`src/rtl/touch_key_ctrl.sv`:
```
// Touch-panel key sequencer: hit-tests registered touch samples against a fixed key grid,
// debounces press/release, and issues press and auto-repeat events through a one-entry holding register.
module touch_key_ctrl #(
  parameter int DEB_CYCLES    = 4,
  parameter int REPEAT_DELAY  = 50,
  parameter int REPEAT_PERIOD = 20,
  parameter int KEY_X0        = 0,
  parameter int KEY_Y0        = 0,
  parameter int KEY_W         = 200,
  parameter int KEY_H         = 160,
  parameter int COLS          = 4,
  parameter int ROWS          = 3
) (
  input  logic        clk,
  input  logic        rstn,
  input  logic [31:0] touch_data,
  input  logic        key_ready,
  output logic        key_valid,
  output logic [3:0]  key_id,
  output logic        key_repeat,
  output logic        key_drop,
  output logic        touch_active,
  output logic [1:0]  dbg_state
);

  localparam int CMAX0 = (DEB_CYCLES > REPEAT_DELAY) ? DEB_CYCLES : REPEAT_DELAY;
  localparam int CMAX  = (CMAX0 > REPEAT_PERIOD) ? CMAX0 : REPEAT_PERIOD;
  localparam int CW    = $clog2(CMAX + 1);

  localparam logic [1:0] S_IDLE     = 2'd0;
  localparam logic [1:0] S_DEBOUNCE = 2'd1;
  localparam logic [1:0] S_HELD     = 2'd2;
  localparam logic [1:0] S_RELEASE  = 2'd3;

  logic [31:0]   touch_q;
  logic [1:0]    state, state_n;
  logic [CW-1:0] deb_cnt, deb_n, deb_inc;
  logic [CW-1:0] rep_cnt, rep_n, rep_inc, rep_tgt;
  logic [3:0]    cur_key, key_n, hit_key, emit_key;
  logic          first_rep, first_n;
  logic          hit, match, emit, emit_rep;
  logic          col_hit, row_hit;
  int            xi, yi, col_i, row_i;

  // Half-open cell test using boundary comparators only; the last matching cell wins (cells never overlap).
  always_comb begin
    xi      = {16'd0, touch_q[31:16]};
    yi      = {16'd0, touch_q[15:0]};
    col_hit = 1'b0;
    row_hit = 1'b0;
    col_i   = 0;
    row_i   = 0;
    for (int c = 0; c < COLS; c++) begin
      if (xi >= KEY_X0 + c * KEY_W && xi < KEY_X0 + (c + 1) * KEY_W) begin
        col_hit = 1'b1;
        col_i   = c;
      end
    end
    for (int r = 0; r < ROWS; r++) begin
      if (yi >= KEY_Y0 + r * KEY_H && yi < KEY_Y0 + (r + 1) * KEY_H) begin
        row_hit = 1'b1;
        row_i   = r;
      end
    end
    hit_key = 4'(row_i * COLS + col_i);
    hit     = (touch_q != 32'd0) && col_hit && row_hit;
    match   = hit && (hit_key == cur_key);
  end

  assign deb_inc  = deb_cnt + CW'(1);
  assign rep_inc  = rep_cnt + CW'(1);
  assign rep_tgt  = first_rep ? CW'(REPEAT_DELAY) : CW'(REPEAT_PERIOD);
  assign emit_key = (state == S_IDLE) ? hit_key : cur_key;

  always_comb begin
    state_n  = state;
    deb_n    = deb_cnt;
    rep_n    = rep_cnt;
    first_n  = first_rep;
    key_n    = cur_key;
    emit     = 1'b0;
    emit_rep = 1'b0;
    case (state)
      S_IDLE: begin
        if (hit) begin
          key_n = hit_key;
          deb_n = CW'(1);
          if (DEB_CYCLES == 1) begin
            emit    = 1'b1;
            rep_n   = '0;
            first_n = 1'b1;
            state_n = S_HELD;
          end else begin
            state_n = S_DEBOUNCE;
          end
        end
      end
      S_DEBOUNCE: begin
        if (match) begin
          deb_n = deb_inc;
          if (deb_inc == CW'(DEB_CYCLES)) begin
            emit    = 1'b1;
            rep_n   = '0;
            first_n = 1'b1;
            state_n = S_HELD;
          end
        end else begin
          state_n = S_IDLE;
        end
      end
      S_HELD: begin
        if (match) begin
          if (rep_inc == rep_tgt) begin
            emit     = 1'b1;
            emit_rep = 1'b1;
            rep_n    = '0;
            first_n  = 1'b0;
          end else begin
            rep_n = rep_inc;
          end
        end else begin
          // rep_cnt is left untouched so a bounce back into HELD resumes the repeat timing.
          deb_n   = CW'(1);
          state_n = (DEB_CYCLES == 1) ? S_IDLE : S_RELEASE;
        end
      end
      S_RELEASE: begin
        if (match) begin
          state_n = S_HELD;
        end else begin
          deb_n = deb_inc;
          if (deb_inc == CW'(DEB_CYCLES)) state_n = S_IDLE;
        end
      end
      default: state_n = S_IDLE;
    endcase
  end

  always_ff @(posedge clk or negedge rstn) begin
    if (!rstn) begin
      touch_q   <= '0;
      state     <= S_IDLE;
      deb_cnt   <= '0;
      rep_cnt   <= '0;
      first_rep <= 1'b0;
      cur_key   <= '0;
    end else begin
      touch_q   <= touch_data;
      state     <= state_n;
      deb_cnt   <= deb_n;
      rep_cnt   <= rep_n;
      first_rep <= first_n;
      cur_key   <= key_n;
    end
  end

  // Handshake: an event is transferred on a rising edge where key_valid && key_ready; key_valid holds
  // with stable key_id/key_repeat until then. A new event may load on the transfer edge itself.
  always_ff @(posedge clk or negedge rstn) begin
    if (!rstn) begin
      key_valid  <= 1'b0;
      key_id     <= '0;
      key_repeat <= 1'b0;
      key_drop   <= 1'b0;
    end else begin
      key_drop <= 1'b0;
      if (emit) begin
        if (!key_valid || key_ready) begin
          key_valid  <= 1'b1;
          key_id     <= emit_key;
          key_repeat <= emit_rep;
        end else begin
          key_drop <= 1'b1;
        end
      end else if (key_valid && key_ready) begin
        key_valid <= 1'b0;
      end
    end
  end

  assign touch_active = (state == S_HELD) || (state == S_RELEASE);
  assign dbg_state    = state;

endmodule

```
`config.mk`:
```
export PLATFORM = sky130hd
export DESIGN_NAME = touch_key_ctrl
export DESIGN_NICKNAME = d
export VERILOG_FILES = /design/src/rtl/touch_key_ctrl.sv
export SDC_FILE = /design/constraint.sdc
export NUM_CORES = 1
export LEC_CHECK = 0
export ABC_AREA = 1
export CORE_UTILIZATION = 58
export CTS_CLUSTER_SIZE = 12
export DETAILED_ROUTE_END_ITERATION = 7
export PLACE_DENSITY = 0.85
export SLEW_MARGIN = 25
export SYNTH_ARGS = -nofsm -noshare
export SYNTH_HDL_FRONTEND = slang
export SYNTH_SLANG_ARGS = --single-unit
```
`constraint.sdc`:
```
create_clock -name clk -period 5.2 [get_ports clk]
set_input_delay 1.04 -clock clk [delete_from_list [all_inputs] [get_ports clk]]
set_output_delay 1.04 -clock clk [all_outputs]
set_load 0.005 [all_outputs]
```
==> results of run 1 <==
==> routing by layer <==
metal / part of all wire [%] / GRT usage (%) / vias up
li1: - / - / 1173
met1: 44 / 25.4 / 1030
met2: 50 / 37.5 / 49
met3: 5.2 / 9.67 / 10
met4: 1.5 / 8.93 / 0
met5: 0 / 0 / -
==> power by group <==
part / internal (mW) / total [mW] / switching, mW
combinational: 0.0829 / 0.209 / 0.126
clock: 0.230 / 0.389 / 0.160
sequential: 0.479 / 0.508 / 0.0283
total: 0.792 / 1.11 / 0.314
==> cell families (layout without fill, tap and decap cells) <==
logic type                 Yosys count  in the layout  share of synthesized area, %
DFF                                 58             58                          50.0
muxes                                1              1                         0.388
xor gates and xnor gates             7              7                          2.11
and+or+nand+nor                    197            197                          32.9
adders and majority gates            7              7                          3.02
AOI/OAI and AO/OA                   27             27                          6.29
buffers and inverters               39             97                          5.30
==> final timing paths <==
path / slack [ps] / from / endpoint
min reg2reg: 470 / key_id[3] / key_id[3]
max in group asynchronous: 3920 / rstn / key_valid
min in group asynchronous: 840 / rstn / cur_key[2]
min: 470 / key_id[3] / key_id[3]
max reg2reg: 3060 / deb_cnt[0] / rep_cnt[0]
max: 2360 / dbg_state[0] / touch_active
==> layout by cell type, fill, tap and decap left out, types with 5 or more instances in the layout <==
cell,synthesis,layout
nand2_2,14,14
nor2_2,8,8
clkbuf_8,0,10
inv_1,31,31
nand3_1,21,21
nor2_1,39,39
nand4_1,10,10
nand2_1,87,87
clkdlybuf4s50_1,0,43
ha_1,7,7
o21ai_0,11,11
inv_2,5,5
dfrtp_1,58,58
==> per-stage QoR <==
| step | power, mW | utilization [%] | cell area, sq um |
|---|---|---|---|
| 3_3_place_gp | 0.716 | 71.4 | 3420 |
| 5_1_grt | 1.17 | 75.2 | 3600 |
| 3_5_place_dp | 0.720 | 71.4 | 3420 |
| 2_1_floorplan | 0.643 | - | 2900 |
| 6_report | 1.11 | 75.2 | 3600 |
| 4_1_cts | 1.11 | 75.2 | 3600 |
==> Yosys cell counts <==
| cell | n |
|---|---|
| nor2_2 | 8 |
| nand3_4 | 2 |
| o31ai_1 | 1 |
| o21a_1 | 1 |
| inv_2 | 5 |
| a21oi_4 | 2 |
| xnor2_1 | 3 |
| nor2_4 | 4 |
| nor3_1 | 2 |
| o21ai_0 | 11 |
| nand3_1 | 21 |
| xor2_1 | 4 |
| a21oi_2 | 2 |
| clkinv_1 | 1 |
| inv_1 | 31 |
| mux2_2 | 1 |
| nor2_1 | 39 |
| nor3b_1 | 1 |
| buf_6 | 1 |
| nand2_1 | 87 |
| o21bai_1 | 2 |
| and3_1 | 1 |
| ha_1 | 7 |
| nand3b_1 | 2 |
| nand2_4 | 2 |
| o31ai_2 | 1 |
| nand2_2 | 14 |
| a21oi_1 | 4 |
| o21ai_1 | 3 |
| dfrtp_1 | 58 |
| nand4_1 | 10 |
| or2_0 | 1 |
| clkbuf_1 | 1 |
| nand3_2 | 3 |
==> worst reg2reg max path: cells and delay by family (launching register included) <==
| family | cells | cell delay [ps] |
|---|---|---|
| compound gates | 2 | 370 |
| xor+xnor | 1 | 190 |
| fa+ha+maj | 1 | 250 |
| flops | 1 | 430 |
| simple gates | 4 | 790 |
==> state kept, by name (all words and copies together), names as in the netlist, named ones only <==
register,count
cur_key,4
key_id,4
touch_q,32
key_repeat,1
first_rep,1
key_valid,1
key_drop,1
rep_cnt,6
deb_cnt,6
dbg_state,1
==> layout make-up <==
type | instances | area, sq um | area share (%)
clock inverters | 3 | 40.0 | 1.11
multi-input cells | 239 | 1300 | 36.1
flip-flops and latches | 58 | 1450 | 40.3
inverters | 37 | 139 | 3.86
repair buffers | 45 | 443 | 12.3
clock buffers | 12 | 145 | 4.03
well taps | 67 | 83.8 | 2.33
==> flow_metrics.tcl, run 1 <==
set metrics [dict create \
    status "finished, final reports clean" \
    initial_core_util_pct 60.7 \
    worst_pin_slew_ps 684 \
    ant_nets 0 \
    hold_violations 0 \
    worst-path-stages 5 \
    end_kind "output pin" \
    dr_total_vias 2262 \
    fin_hold_ws_ps 468 \
    final_cells 461 \
    clock_latency_ps 340 \
    grt_util_all_layers_pct 22.5 \
    die_x_um 72.8 \
    startpoint_type "flip-flop" \
    fillers 338 \
    core-area_sq_um 4790 \
    cp_num_buf_inv 3 \
    cellLeakagePower_nw 1.66 \
    antenna_cells 0 \
    post_cts_buffers 0 \
    dp_cells 446 \
    crit_top_cell "inv_1" \
    setup_viol 0 \
    firstDrtPassIters 4 \
    numCtsBuffers 9 \
    min_path_type "reg -> reg" \
    drive_above_1_share_pct 15.0 \
    synth_top_area_share_pct 50.0 \
    clock_sinks 58 \
    cts_tree "yes" \
    place_hpwl_um 3670 \
    synth.net_count 378 \
    ys_seq_area_share_pct 50.0 \
    r2r_cells 8 \
    synth.largest_area_cell "dfrtp_1" \
    die-area_sq_um 5290 \
    syn_avg_cell_area_sq_um 8.64 \
    finalNetCount 432 \
    drt_wl_total_um 4920 \
    antenna_found_initial 0 \
    synth_cell_types 34 \
    grt_pass1_wl_um 8860 \
    h-tree-depth 3 \
    period_minus_slack_ps 2840 \
    gp_congestion 0.829 \
    yosys_warnings 0 \
    io_pins 45 \
    fin_crit_sh_pct 54.6 \
    first_global_vias 2172 \
    cts.repair.resized 0 \
    powerDensity_nw_per_um2 307 \
    gr-total-overflow 0 \
    irDropWorstVdd_mv 0.243 \
    grt_max_degree 59 \
    fin_setup_tns_ps 0 \
    path_class "reg -> out" \
    timing.fmax_mhz 352 \
    path_cells "inv_1 > ha_1 > inv_1 > nand2_1 > clkdlybuf4s50_1" \
    crit_path_top_delay_cell "clkdlybuf4s50_1" \
    worstPathArrival_ps 1800 \
    cts-hold-fix-buffers 0 \
    avgRoutedWirePerCell_um 10.7 \
    yosys-top-cells-area "dfrtp_1 50%, nand2_1 11%, nor2_1 5.0%, inv_1 4.0%, nand3_1 3.6%" \
    grt_setup_unrepaired "false" \
    hold_depth 2 \
    area_growth_pct 24.0 \
    synthCells 336 \
    drc 0 \
    max_cap_violations 0 \
    portBuffers 44 \
    cp_top_family "buffers and inverters" \
    num_rows 25 \
    die_y_um 72.8 \
    pre_cts_ws_ps 2730 \
    drt_iter0_markers 59 \
    cts_root_buf "clkbuf_8" \
    slowest_delay_ps 490 \
    clockBufferDepth 2 \
    synth.cell_area_sq_um 2900 \
    maxSlewViolCount 0 \
    required_ps 4160 \
    clkSlewWorstSetupHoldPaths_ps 60 \
    relSlewSlack_pct 54.4 \
    finClkSkew_ps 10.6 \
    ys_seq_elements 58 \
    critPathMaxFanout 7 \
    via_per_inst 4.91 \
    fin_ws_ps 2360 \
]
Power figures use the tool's default switching activity.
==> inputs of run 2 (changes only) <==
Settings changed: CORE_UTILIZATION 58 to 48, PLACE_DENSITY 0.85 to 0.75.
Clock period 5.2 ns to 2.44 ns, I/O delays scaled along.
==> flow_metrics.tcl, run 2 (same netlist as run 1, synthesis figures left out) <==
set metrics [dict create \
    status "finished, final reports clean" \
    setup_viol 0 \
    comb_power_share_pct 17.7 \
    numCtsBuffers 9 \
    maxSlewViolCount 0 \
    final_common_cell "nand2_1" \
    cp_top_family "buffers and inverters" \
    crit_top_cell "inv_1" \
    drt_wl_total_um 5550 \
    die_y_um 79.8 \
    area_growth_pct 25.9 \
    cp_num_buf_inv 3 \
    fin_crit_sh_pct 95.1 \
    path_cells "inv_1 > ha_2 > inv_1 > nand2_1 > clkdlybuf4s50_1" \
    clock_sinks 58 \
    finalNetCount 432 \
    largest_register_ffs 32 \
    pwr-share-seq_pct 43.4 \
    clock_latency_ps 340 \
    antenna_cells 0 \
    sw_frac_of_total_pct 28.9 \
    die_x_um 79.8 \
    drive_above_1_share_pct 15.7 \
    slowest_delay_ps 490 \
    power.share.clock_pct 38.9 \
    avgRoutedWirePerCell_um 11.9 \
    clockBufferDepth 2 \
    period_minus_slack_ps 2320 \
    crit_path_top_delay_cell "clkdlybuf4s50_1" \
    timing.fmax_mhz 431 \
    mostFrequentLayoutCells "87 x nand2_1, 58 x dfrtp_1, 43 x clkdlybuf4s50_1, 39 x nor2_1, 31 x inv_1" \
    path_class "reg -> out" \
    cellLeakagePower_nw 1.67 \
    critPathMaxFanout 7 \
    reg2reg_to "rep_cnt[4]" \
    dp_cells 451 \
    powerDensity_nw_per_um2 683 \
    startpoint_type "flip-flop" \
    largest_register "touch_q" \
    dr_total_vias 2326 \
    multi_input_area_sq_um 1300 \
    max_cap_violations 0 \
    via_per_inst 4.98 \
    r2r_cells 12 \
    antenna_found_initial 0 \
    cts_tree "yes" \
    min_path_type "in -> async" \
    fin_ws_ps 120 \
    fin_setup_tns_ps 0 \
    end_kind "output pin" \
    grt_max_degree 38 \
    gp_congestion 0.861 \
    portBuffers 44 \
    initial_core_util_pct 51.2 \
    register_area_sq_um 1450 \
    cts-hold-fix-buffers 0 \
    h-tree-depth 3 \
    critPathCapture "touch_active" \
    p_int_mw 1.78 \
    die-area_sq_um 6360 \
    grt_util_all_layers_pct 20.0 \
    core-area_sq_um 5680 \
    required_ps 1950 \
    cts_root_buf "clkbuf_8" \
    place_hpwl_um 4160 \
    reg_top3 "touch_q x32, deb_cnt x6, rep_cnt x6" \
    fin_hold_ws_ps 109 \
    worst_pin_slew_ps 512 \
    gr-total-overflow 0 \
    hold_violations 0 \
    grt_pass1_wl_um 9660 \
    relSlewSlack_pct 65.9 \
    drc 0 \
    io_pins 45 \
    r2r-start "touch_q[22]" \
    first_global_vias 2288 \
    finClkSkew_ps 7.98 \
    ant_nets 0 \
    fillers 466 \
    drt_iter0_markers 123 \
    firstDrtPassIters 4 \
    worst-path-stages 5 \
    num_rows 27 \
    final_cells 467 \
    ff2ff_setup_slack_ps 310 \
    clkSlewWorstSetupHoldPaths_ps 70 \
    crit_start "dbg_state[0]" \
    pre_cts_ws_ps 324 \
    worstPathArrival_ps 1830 \
    p_sw_mw 0.722 \
    grt_setup_unrepaired "false" \
    irDropWorstVdd_mv 0.538 \
]
-- run 2: cell types whose count changed in the layout (fill, tap and decap cells not counted), sizes merged --
| cell | previous run | this run |
|---|---|---|
| clkinvlp | 0 | 1 |
| inv | 36 | 37 |
| bufinv | 1 | 2 |
| clkbuf | 12 | 10 |
-- run 2: power by group through the flow --
| stage | Clock, mW | Sequential (mW) | Combinational (mW) |
|---|---|---|---|
| floorplan | 0 | 1.09 | 0.283 |
| global placement | 0 | 1.10 | 0.434 |
| detailed placement | 0 | 1.10 | 0.443 |
| CTS | 0.991 | 1.08 | 0.447 |
| global route | 1.04 | 1.09 | 0.501 |
| finish | 0.972 | 1.08 | 0.442 |
-- run 2: layout make-up --
class	instances	area share (%)
Timing Repair Buffer	45	12.5
Sequential cell	58	39.7
Inverter	37	3.80
Clock inverter	6	2.46
Clock buffer	10	3.49
Tap cell	72	2.46
Multi-Input combinational cell	239	35.6
-- run 2: per-layer routing --
| metal | GRT usage, % | vias to the layer above | share of wire, % |
|---|---|---|---|
| li1 | - | 1183 | - |
| met1 | 22.8 | 1090 | 45 |
| met4 | 8.04 | 0 | 2.0 |
| met5 | 0 | - | 0 |
| met2 | 34.7 | 42 | 50 |
| met3 | 6.29 | 11 | 3.3 |
-- run 2: worst min path at each step --
| stage | to | start | depth (start not counted) |
|---|---|---|---|
| floorplan | asynchronous set/reset pin | rstn | 0 |
| global placement | key_id[1] | key_id[1] | 2 |
| detailed placement | key_id[2] | key_id[2] | 2 |
| CTS | touch_q[21] | rstn | 1 |
| global route | touch_q[21] | rstn | 1 |
| finish | touch_q[21] | rstn | 1 |
-- run 2: timing repair --
| item | CTS | global route |
|---|---|---|
| endpoints found under the setup margin | 0 | 1 |
| setup buffers | 0 | 0 |
| resized for setup | 0 | 1 |
-- run 2: through the flow --
| step | utilization (%) | total power [mW] | area (sq um) |
|---|---|---|---|
| after floorplan | - | 1.37 | 2900 |
| after global placement | 60.5 | 1.53 | 3430 |
| after detailed placement | 60.5 | 1.54 | 3430 |
| after CTS | 64.4 | 2.52 | 3650 |
| after global routing | 64.4 | 2.63 | 3650 |
| final | 64.4 | 2.50 | 3650 |
-- run 2: worst register-to-register path, cell delays in order (launching register included) --
cell     delay [ps]
dfrtp_1         440
nor2_2          150
nand2_1         120
a21oi_4         210
nand2_2         110
nand2_1         100
nand2_1          70
nand2_2          80
inv_2            70
nand3_4          90
or2_0           390
nand2_1         120
o31ai_2          80
